**src/rtl/memory_sink_if.sv**
```systemverilog
// Stream-in / RAM-write bus of the capture sink.
// The slave side is the sink: it takes the word stream and drives the RAM write port.
interface memory_sink_if #(
  parameter int DATA_W = 32,
  parameter int ADDR_W = 10
);
  logic              in_valid;
  logic [DATA_W-1:0] in_data;
  logic              in_ready;
  logic [ADDR_W-1:0] mem_addr;
  logic [DATA_W-1:0] mem_wdata;
  logic              mem_wren;

  modport master (
    output in_valid,
    output in_data,
    input  in_ready,
    input  mem_addr,
    input  mem_wdata,
    input  mem_wren
  );

  modport slave (
    input  in_valid,
    input  in_data,
    output in_ready,
    output mem_addr,
    output mem_wdata,
    output mem_wren
  );
endinterface

```
**src/rtl/memory_sink.sv**
```systemverilog
// Capture end of the on-chip RAM replay path.
// Accepted stream words are written to an external single-port RAM from
// address 0 upward with a fixed one-cycle registered write latency.
// WRAP=0 stops at a full RAM; WRAP=1 overwrites circularly until stop.
module memory_sink #(
  parameter int DATA_W = 32,
  parameter int ADDR_W = 10,
  parameter int WRAP   = 0
) (
  input  logic              clk,
  input  logic              rst,
  input  logic              start,
  input  logic              stop,
  memory_sink_if.slave      bus,
  output logic [ADDR_W:0]   wr_count,
  output logic              full,
  output logic              done,
  output logic              overflow
);

  // DEPTH expressed in the wr_count width: a single 1 above the address bits.
  localparam logic [ADDR_W:0]   DEPTH_C   = {1'b1, {ADDR_W{1'b0}}};
  localparam logic [ADDR_W-1:0] PTR_ONE   = ADDR_W'(1'b1);
  localparam logic [ADDR_W:0]   COUNT_ONE = (ADDR_W + 1)'(1'b1);
  localparam bit                WRAP_EN   = (WRAP != 0);

  typedef enum logic [1:0] {
    ST_IDLE    = 2'd0,
    ST_CAPTURE = 2'd1,
    ST_DONE    = 2'd2
  } state_t;

  state_t              state_r;
  state_t              state_s;
  logic [ADDR_W-1:0]   ptr_r;
  logic [ADDR_W-1:0]   ptr_s;
  logic [ADDR_W:0]     count_r;
  logic [ADDR_W:0]     count_s;
  logic [ADDR_W:0]     count_inc_s;
  logic                full_r;
  logic                full_s;
  logic                overflow_r;
  logic                overflow_s;
  logic                accept_s;
  logic                wren_r;
  logic [ADDR_W-1:0]   addr_r;
  logic [DATA_W-1:0]   wdata_r;

  // Handshake: ready is a pure function of the state register.
  assign bus.in_ready = (state_r == ST_CAPTURE);
  assign accept_s     = bus.in_valid && (state_r == ST_CAPTURE);

  // Count saturates at DEPTH so a wrapping capture reports a full RAM.
  assign count_inc_s  = (count_r == DEPTH_C) ? count_r : (count_r + COUNT_ONE);

  // Next-state, pointer, count and overflow decisions.
  always_comb begin
    state_s    = state_r;
    ptr_s      = ptr_r;
    count_s    = count_r;
    overflow_s = overflow_r;
    case (state_r)
      ST_IDLE: begin
        if (start) begin
          state_s    = ST_CAPTURE;
          ptr_s      = {ADDR_W{1'b0}};
          count_s    = {(ADDR_W + 1){1'b0}};
          overflow_s = 1'b0;
        end else begin
          state_s    = ST_IDLE;
        end
      end
      ST_CAPTURE: begin
        if (start) begin
          // Re-arm: a word accepted at this edge is still written, but the
          // fresh capture starts counting from address 0.
          state_s    = ST_CAPTURE;
          ptr_s      = {ADDR_W{1'b0}};
          count_s    = {(ADDR_W + 1){1'b0}};
          overflow_s = 1'b0;
        end else begin
          if (accept_s) begin
            ptr_s   = ptr_r + PTR_ONE;
            count_s = count_inc_s;
          end else begin
            ptr_s   = ptr_r;
            count_s = count_r;
          end
          // Filling a non-wrapping RAM ends capture at the same edge as the
          // last accept; its write still issues on the following cycle.
          if ((!WRAP_EN && accept_s && (count_inc_s == DEPTH_C)) || stop) begin
            state_s = ST_DONE;
          end else begin
            state_s = ST_CAPTURE;
          end
        end
      end
      ST_DONE: begin
        if (start) begin
          state_s    = ST_CAPTURE;
          ptr_s      = {ADDR_W{1'b0}};
          count_s    = {(ADDR_W + 1){1'b0}};
          overflow_s = 1'b0;
        end else begin
          state_s = ST_DONE;
          // A word offered to a full, non-wrapping sink is lost: flag it.
          if (!WRAP_EN && full_r && bus.in_valid) begin
            overflow_s = 1'b1;
          end else begin
            overflow_s = overflow_r;
          end
        end
      end
      default: begin
        state_s    = ST_IDLE;
        ptr_s      = {ADDR_W{1'b0}};
        count_s    = {(ADDR_W + 1){1'b0}};
        overflow_s = 1'b0;
      end
    endcase
    full_s = (count_s == DEPTH_C);
  end

  // State, pointer and status registers.
  always_ff @(posedge clk) begin
    if (rst) begin
      state_r    <= ST_IDLE;
      ptr_r      <= {ADDR_W{1'b0}};
      count_r    <= {(ADDR_W + 1){1'b0}};
      full_r     <= 1'b0;
      overflow_r <= 1'b0;
    end else begin
      state_r    <= state_s;
      ptr_r      <= ptr_s;
      count_r    <= count_s;
      full_r     <= full_s;
      overflow_r <= overflow_s;
    end
  end

  // RAM write port: one cycle after each accept, address = pointer at accept.
  always_ff @(posedge clk) begin
    if (rst) begin
      wren_r  <= 1'b0;
      addr_r  <= {ADDR_W{1'b0}};
      wdata_r <= {DATA_W{1'b0}};
    end else begin
      wren_r <= accept_s;
      if (accept_s) begin
        addr_r  <= ptr_r;
        wdata_r <= bus.in_data;
      end else begin
        addr_r  <= addr_r;
        wdata_r <= wdata_r;
      end
    end
  end

  assign bus.mem_wren  = wren_r;
  assign bus.mem_addr  = addr_r;
  assign bus.mem_wdata = wdata_r;
  assign wr_count      = count_r;
  assign full          = full_r;
  assign done          = (state_r == ST_DONE);
  assign overflow      = overflow_r;

endmodule

```
**src/flat_wrapper.sv**
```systemverilog
// flat-port wrapper written by rule: the top's interface ports become plain ports
module memory_sink_flat 
#(
  parameter int DATA_W = 32,
  parameter int ADDR_W = 10,
  parameter int WRAP   = 0
)
  (clk, rst, start, stop, wr_count, full, done, overflow, bus_in_valid, bus_in_data, bus_in_ready, bus_mem_addr, bus_mem_wdata, bus_mem_wren);
  memory_sink_if #(.DATA_W(DATA_W), .ADDR_W(ADDR_W)) bus_i ();
  input  logic clk;
  input  logic rst;
  input  logic start;
  input  logic stop;
  output logic [ADDR_W:0] wr_count;
  output logic full;
  output logic done;
  output logic overflow;
  input wire logic [$bits(bus_i.in_valid)-1:0] bus_in_valid;
  input wire logic [$bits(bus_i.in_data)-1:0] bus_in_data;
  output wire logic [$bits(bus_i.in_ready)-1:0] bus_in_ready;
  output wire logic [$bits(bus_i.mem_addr)-1:0] bus_mem_addr;
  output wire logic [$bits(bus_i.mem_wdata)-1:0] bus_mem_wdata;
  output wire logic [$bits(bus_i.mem_wren)-1:0] bus_mem_wren;
  assign bus_i.in_valid = bus_in_valid;
  assign bus_i.in_data = bus_in_data;
  assign bus_in_ready = bus_i.in_ready;
  assign bus_mem_addr = bus_i.mem_addr;
  assign bus_mem_wdata = bus_i.mem_wdata;
  assign bus_mem_wren = bus_i.mem_wren;
  memory_sink #(.DATA_W(DATA_W), .ADDR_W(ADDR_W), .WRAP(WRAP)) u_core (.clk(clk), .rst(rst), .start(start), .stop(stop), .bus(bus_i), .wr_count(wr_count), .full(full), .done(done), .overflow(overflow));
endmodule
```
**config.mk**
```make
export PLATFORM = sky130hd
export DESIGN_NAME = memory_sink_flat
export DESIGN_NICKNAME = d
export VERILOG_FILES = /design/src/rtl/memory_sink_if.sv /design/src/rtl/memory_sink.sv /design/src/flat_wrapper.sv
export SDC_FILE = /design/constraint.sdc
export NUM_CORES = 1
export LEC_CHECK = 0
export BUFFER_PORTS_ARGS = -buffer_cell sky130_fd_sc_hd__buf_2
export CAP_MARGIN = 25
export CORE_ASPECT_RATIO = 1.75
export CORE_UTILIZATION = 44
export CTS_CLUSTER_DIAMETER = 60
export DETAILED_ROUTE_END_ITERATION = 16
export GPL_ROUTABILITY_DRIVEN = 1
export GPL_TIMING_DRIVEN = 0
export PLACE_DENSITY = 0.66
export SETUP_SLACK_MARGIN = 0.05
export SLEW_MARGIN = 15
export SYNTH_ARGS = -nofsm -noshare
export SYNTH_HDL_FRONTEND = slang
export SYNTH_SLANG_ARGS = --single-unit
export TNS_END_PERCENT = 30
```
**constraint.sdc**
```tcl
create_clock -name clk -period 4.1 [get_ports clk]
set_input_delay 0.205 -clock clk [delete_from_list [all_inputs] [get_ports clk]]
set_output_delay 0.205 -clock clk [all_outputs]
set_load 0.1 [all_outputs]
```
==> results of run 1 <==
==> layout make-up <==
type | instances | area [um2]
multi-input combinational | 301 | 1590
buffer | 28 | 141
timing repair buffer | 92 | 460
tap | 84 | 105
clock inverter | 1 | 5.00
inverter | 6 | 22.5
fill | 675 | 2950
clock buffer | 10 | 229
sequential | 68 | 1360
==> sequential cells by signal, indices dropped and copies added (netlist names) <==
name	count
u_core.wr_count	11
u_core.bus.mem_wdata	32
u_core.state_r	2
u_core.overflow	1
u_core.bus.mem_addr	10
u_core.full	1
u_core.ptr_r	10
u_core.bus.mem_wren	1
==> metal layers <==
layer  track usage (%)  part of all wire [%]  vias to the layer above
li1                  -                     -                     1573
met1              22.9                    37                     1412
met2              43.7                    53                       92
met3              5.24                   4.4                       27
met4              14.9                   5.3                        0
met5                 0                     0                        -
==> how the worst max path moves through the flow <==
stage | from | endpoint | cells after the start
3_5_place_dp | u_core.wr_count[1] | u_core.full | 7
2_1_floorplan | u_core.wr_count[1] | u_core.full | 7
6_report | u_core.wr_count[1] | u_core.full | 7
3_3_place_gp | u_core.wr_count[1] | u_core.full | 8
4_1_cts | u_core.wr_count[1] | u_core.full | 7
5_1_grt | u_core.wr_count[1] | u_core.full | 7
==> worst max-delay path, cell delays in order (launching register included) <==
cell and delay (ns):
dfxtp_1 0.50, ha_1 0.30, nand3_1 0.21, nor3_1 0.31, xnor2_1 0.20, o32a_1 0.22, nand3_1 0.10, nor4_2 0.29
==> synthesized netlist by cell type (all sizes together) <==
library cell and count:
nor4 3, nand3b 1, a21oi 56, nor2 31
a22oi 4, a211oi 2, nor3 5, xor2 4
xnor2 6, o2bb2ai 1, o311ai 2, and3 8
o31a 1, o31ai 1, and2 6, a21boi 1
inv 6, nor3b 2, a21o 3, nand2b 4
nor2b 4, or2b 1, and4 1, ha 3
a22o 1, o21ai 14, clkbuf 16, nand4b 1
a31oi 3, o32a 1, and4bb 2, and3b 1
o22ai 1, buf 12, a41o 1, nand4 6
dfxtp 68, nand3 8, or3 4, nand2 107
o211ai 1
==> kinds of logic after synthesis <==
| logic type | count (synthesis) | synth area share, % |
|---|---|---|
| compound gates | 93 | 17.2 |
| xor+xnor | 10 | 2.81 |
| fa+ha+maj | 3 | 1.21 |
| buf+inv | 34 | 5.27 |
| flops | 68 | 43.7 |
| simple gates | 195 | 29.8 |
==> stage by stage <==
step                      cells  utilization [%]  total power (uW)  hold slack (ns)  setup WS [ns]
final                       590             57.0              1620            0.114           1.86
after global placement      579             53.6               992            0.439           1.91
after floorplan             403                -               931            0.341           1.55
after global routing        590             57.0              1670            0.118           1.74
after CTS                   590             57.0              1630            0.105           1.90
after detailed placement    579             53.6               995            0.443           1.92
==> layout by cell type, fill, tap and decap left out, types with 5 or more instances in the layout <==
cell,count
nor2_1,31
inv_1,6
dfxtp_1,68
nand3_1,8
nor3_1,5
xnor2_1,6
a21oi_1,56
clkbuf_1,16
buf_2,99
and3_1,7
clkbuf_16,9
nand2_1,106
o21ai_0,12
nand4_1,5
==> power breakdown <==
group | total (uW) | switching, uW | internal [uW]
clock | 641 | 251 | 390
sequential | 693 | 10.3 | 683
combinational | 288 | 230 | 57.9
==> results.cfg, run 1 <==
[status]
status = finished clean

[worst_setup_path]
reg2regPathDepth = 7
crit_path_max_fanout = 8
critPathLaunchType = register
required_ns = 4.32
cp-end-kind = register
arrival_ns = 2.46
reg2reg_slack_ns = 1.86
regToRegStartpoint = u_core.wr_count[1]
critPathKind = register to register
worst_r2r_endpoint = u_core.full

[drt]
drt-pass1-iter-count = 4
wl_per_cell_um = 14.3
viasPerCell = 5.26
drc = 0
drtIter0Drc = 178
wl_um = 8460
final_antenna_net_count = 0
via_count = 3104

[min_path]
holdCritPathClass = primary input to register
holdPathStages = 3
holdCritStartpoint = bus_in_data[17]
min_to = u_core.bus.mem_wdata[17]

[cts]
cts.path.max_buffers = 2
clkTransAtPathRegs_ns = 0.05
cts_sinks = 68
cts_setup_buffers = 0
cts_max_level = 3
clock_latency_ns = 0.33
cts_buffers = 9
cts_resized = 0
tritoncts = done
cts_root_buf = clkbuf_16
hold_buffers = 0

[place]
gp_congestion = 0.931
place_area_um2 = 3680
portBuffers = 92
dp_hpwl_um = 6360

[yosys]
synth_top_area_share_pct = 43.7
synth_top_cell_by_area = dfxtp_1
syn_area_per_cell_um2 = 7.72
yosys-top-cells-area = dfxtp_1 44%, nand2_1 13%, a21oi_1 9.0%, nor2_1 3.7%, o21ai_0 1.9%
ys_ff_latch = 68
synthesis.instances = 403
syn_nets = 443
synth.distinct_cells = 52
synth_seq_area_share_pct = 43.7
yosys_warnings = 0
syn_area_um2 = 3110

[sta]
clock_skew_ns = 0.00308
setup-tns-final_ns = 0
relSlewSlack_pct = 65.9
finalMaxSlewViolations = 0
rsz0062_at_grt = false
tightestPinTransition_ns = 0.512
period_minus_slack_ns = 2.24
finalHoldViolCount = 0
finalCritPeriodShare_pct = 54.7
fmax_ghz = 0.446
setup_viol = 0

[grt]
grt_antenna_before_repair = 0
grt_max_degree = 11
grt_overflow = 0
grt_pass1_vias = 2835
grt_pass1_wl_um = 13200
track_usage_pct = 23.8

[floorplan]
std_cell_rows = 40
start_util_pct = 45.4
die_area_um2 = 7430
coreArea_um2 = 6860
die_h_um = 113
io_pins = 95
die_width_um = 65.6

[pwr]
ir_drop_v = 0.000195
leakagePower_uw = 0.00173
p_per_area_nw_per_um2 = 414

[finish]
fin_nets = 546
final_cell_area_um2 = 3910
syn2layout_area_growth_pct = 25.7
final_layout_size_suffix_gt1_share_pct = 24.9
antenna-diode-count = 0

[job]
drv_cap = 0
Note: power is estimated with default switching activity, not from simulation.
==> inputs of run 2 (changes only) <==
Settings changed: PLACE_DENSITY 0.66 to 0.69.
Clock period 4.1 ns to 2 ns, I/O delays scaled along.
==> run 2 against run 1 <==
Net effect:
- clock-buffer cell count is 3 higher
- wire length is 6.4% higher
- die area stayed put
- clock power is 120% higher
- power is 110% higher
- register-to-register slack worse by 1.8 ns
- sequential share of layout area is 1.6 points lower
- clock skew is 0.00090 ns higher
- worst hold slack worse by 0.10 ns
- critical endpoint unchanged
==> results.cfg, run 2 (synthesis gave the netlist of run 1 again) <==
[grt]
track_usage_pct = 25.6
grt_pass1_wl_um = 14500
grt_antenna_before_repair = 0
grt_overflow = 0
grt_max_degree = 12
grt_pass1_vias = 3166

[job]
drv_cap = 0

[pwr]
p_per_area_nw_per_um2 = 831
finalPower_uw = 3470
ir_drop_v = 0.000779
leakagePower_uw = 0.00183

[cts]
tritoncts = done
cts.path.max_buffers = 2
cts_sinks = 68
cts_root_buf = clkbuf_16
clkTransAtPathRegs_ns = 0.05
cts_buffers = 9
clock_latency_ns = 0.33
cts_max_level = 3

[worst_setup_path]
required_ns = 2.23
critPathKind = register to register
cp-end-kind = register
crit_path_max_fanout = 4
arrival_ns = 2.18
critPathLaunchType = register

[finish]
final_cell_mix = 105 x nand2_1, 96 x buf_2, 57 x dfxtp_1, 55 x a21oi_1, 31 x nor2_1
final_layout_size_suffix_gt1_share_pct = 30.5
largest_reg_flops = 32
antenna-diode-count = 0
final_common_cell = nand2_1
utilization_pct = 60.9
fin_nets = 561
fillers = 639
syn2layout_area_growth_pct = 34.3

[floorplan]
coreArea_um2 = 6860
start_util_pct = 45.4
io_pins = 95
die_area_um2 = 7430
die_h_um = 113
die_width_um = 65.6
std_cell_rows = 40

[drt]
wl_per_cell_um = 14.8
drt-pass1-iter-count = 5
drc = 0
wl_um = 9000
drtIter0Drc = 216
viasPerCell = 5.34
final_antenna_net_count = 0
via_count = 3252

[place]
portBuffers = 92
gp_congestion = 0.906
dp_hpwl_um = 6470

[sta]
setup-tns-final_ns = 0
finalMaxSlewViolations = 0
finalCritPeriodShare_pct = 97.6
clock_skew_ns = 0.00398
rsz0062_at_grt = true
finalHoldViolCount = 0
relSlewSlack_pct = 65.3
tightestPinTransition_ns = 0.520
period_minus_slack_ns = 1.95
setup_viol = 0
fmax_ghz = 0.512

[min_path]
holdCritPathClass = primary input to register

[status]
status = finished clean
## run 2: worst paths after layout
| kind | start | endpoint | slack, ns | depth (start not counted) |
|---|---|---|---|---|
| max | u_core.wr_count[1] | u_core.full | 0.05 | 8 |
| min | bus_in_data[29] | u_core.bus.mem_wdata[29] | 0.01 | 3 |
| max reg2reg | u_core.wr_count[1] | u_core.full | 0.05 | 8 |
| min reg2reg | u_core.bus.mem_wdata[26] | u_core.bus.mem_wdata[26] | 0.45 | 2 |
## run 2: metal layers
layer	vias up	GRT usage (%)	share of wire (%)
li1	1606	-	-
met1	1529	25.9	38
met2	89	46.4	54
met3	28	4.94	3.6
met4	0	15.9	4.5
met5	-	0	0
## run 2: final cells by class
cell class | count | area, um2 | area share (%)
tap | 84 | 105 | 2.52
sequential | 68 | 1390 | 33.2
multi-input combinational | 301 | 1650 | 39.4
clock buffer | 13 | 260 | 6.23
timing repair buffer | 108 | 598 | 14.3
clock inverter | 2 | 10.0 | 0.240
buffer | 27 | 146 | 3.50
inverter | 6 | 25.0 | 0.599
## run 2: power breakdown
group	leakage, uW	total (uW)	internal (uW)	switching (uW)
logic	0.00114	613	136	476
clock network	0.000135	1440	895	547
registers	0.000559	1420	1390	24.3
total	0.00183	3470	2420	1050
## run 2: critical path, stage by stage, from the launching register on
cell and delay (ns):
dfxtp_4 0.37, inv_1 0.13, ha_4 0.14, and4bb_1 0.21
nand4b_1 0.22, a21oi_2 0.20, o32a_1 0.17, nand3_1 0.09
nor4_2 0.31
## run 2: per-stage QoR
stage               area [um2]  setup slack, ns  instances  hold slack, ns
finish                    4180           0.0478        609          0.0108
global route              4180          -0.0603        609         0.00459
CTS                       4120           0.0136        606       0.0000605
detailed placement        3730           -0.126        579           0.347
global placement          3730          -0.0651        579           0.342
floorplan                 3160           0.0802        403           0.236
## run 2: repair_timing
| action | in CTS | in global routing |
|---|---|---|
| setup endpoints to repair | 1 | 4 |
| hold buffers | 7 | 0 |
| resized for setup | 4 | 9 |
| pin swaps | 6 | 6 |
| hold endpoints to repair | 7 | 0 |
| buffers inserted | 6 | 3 |
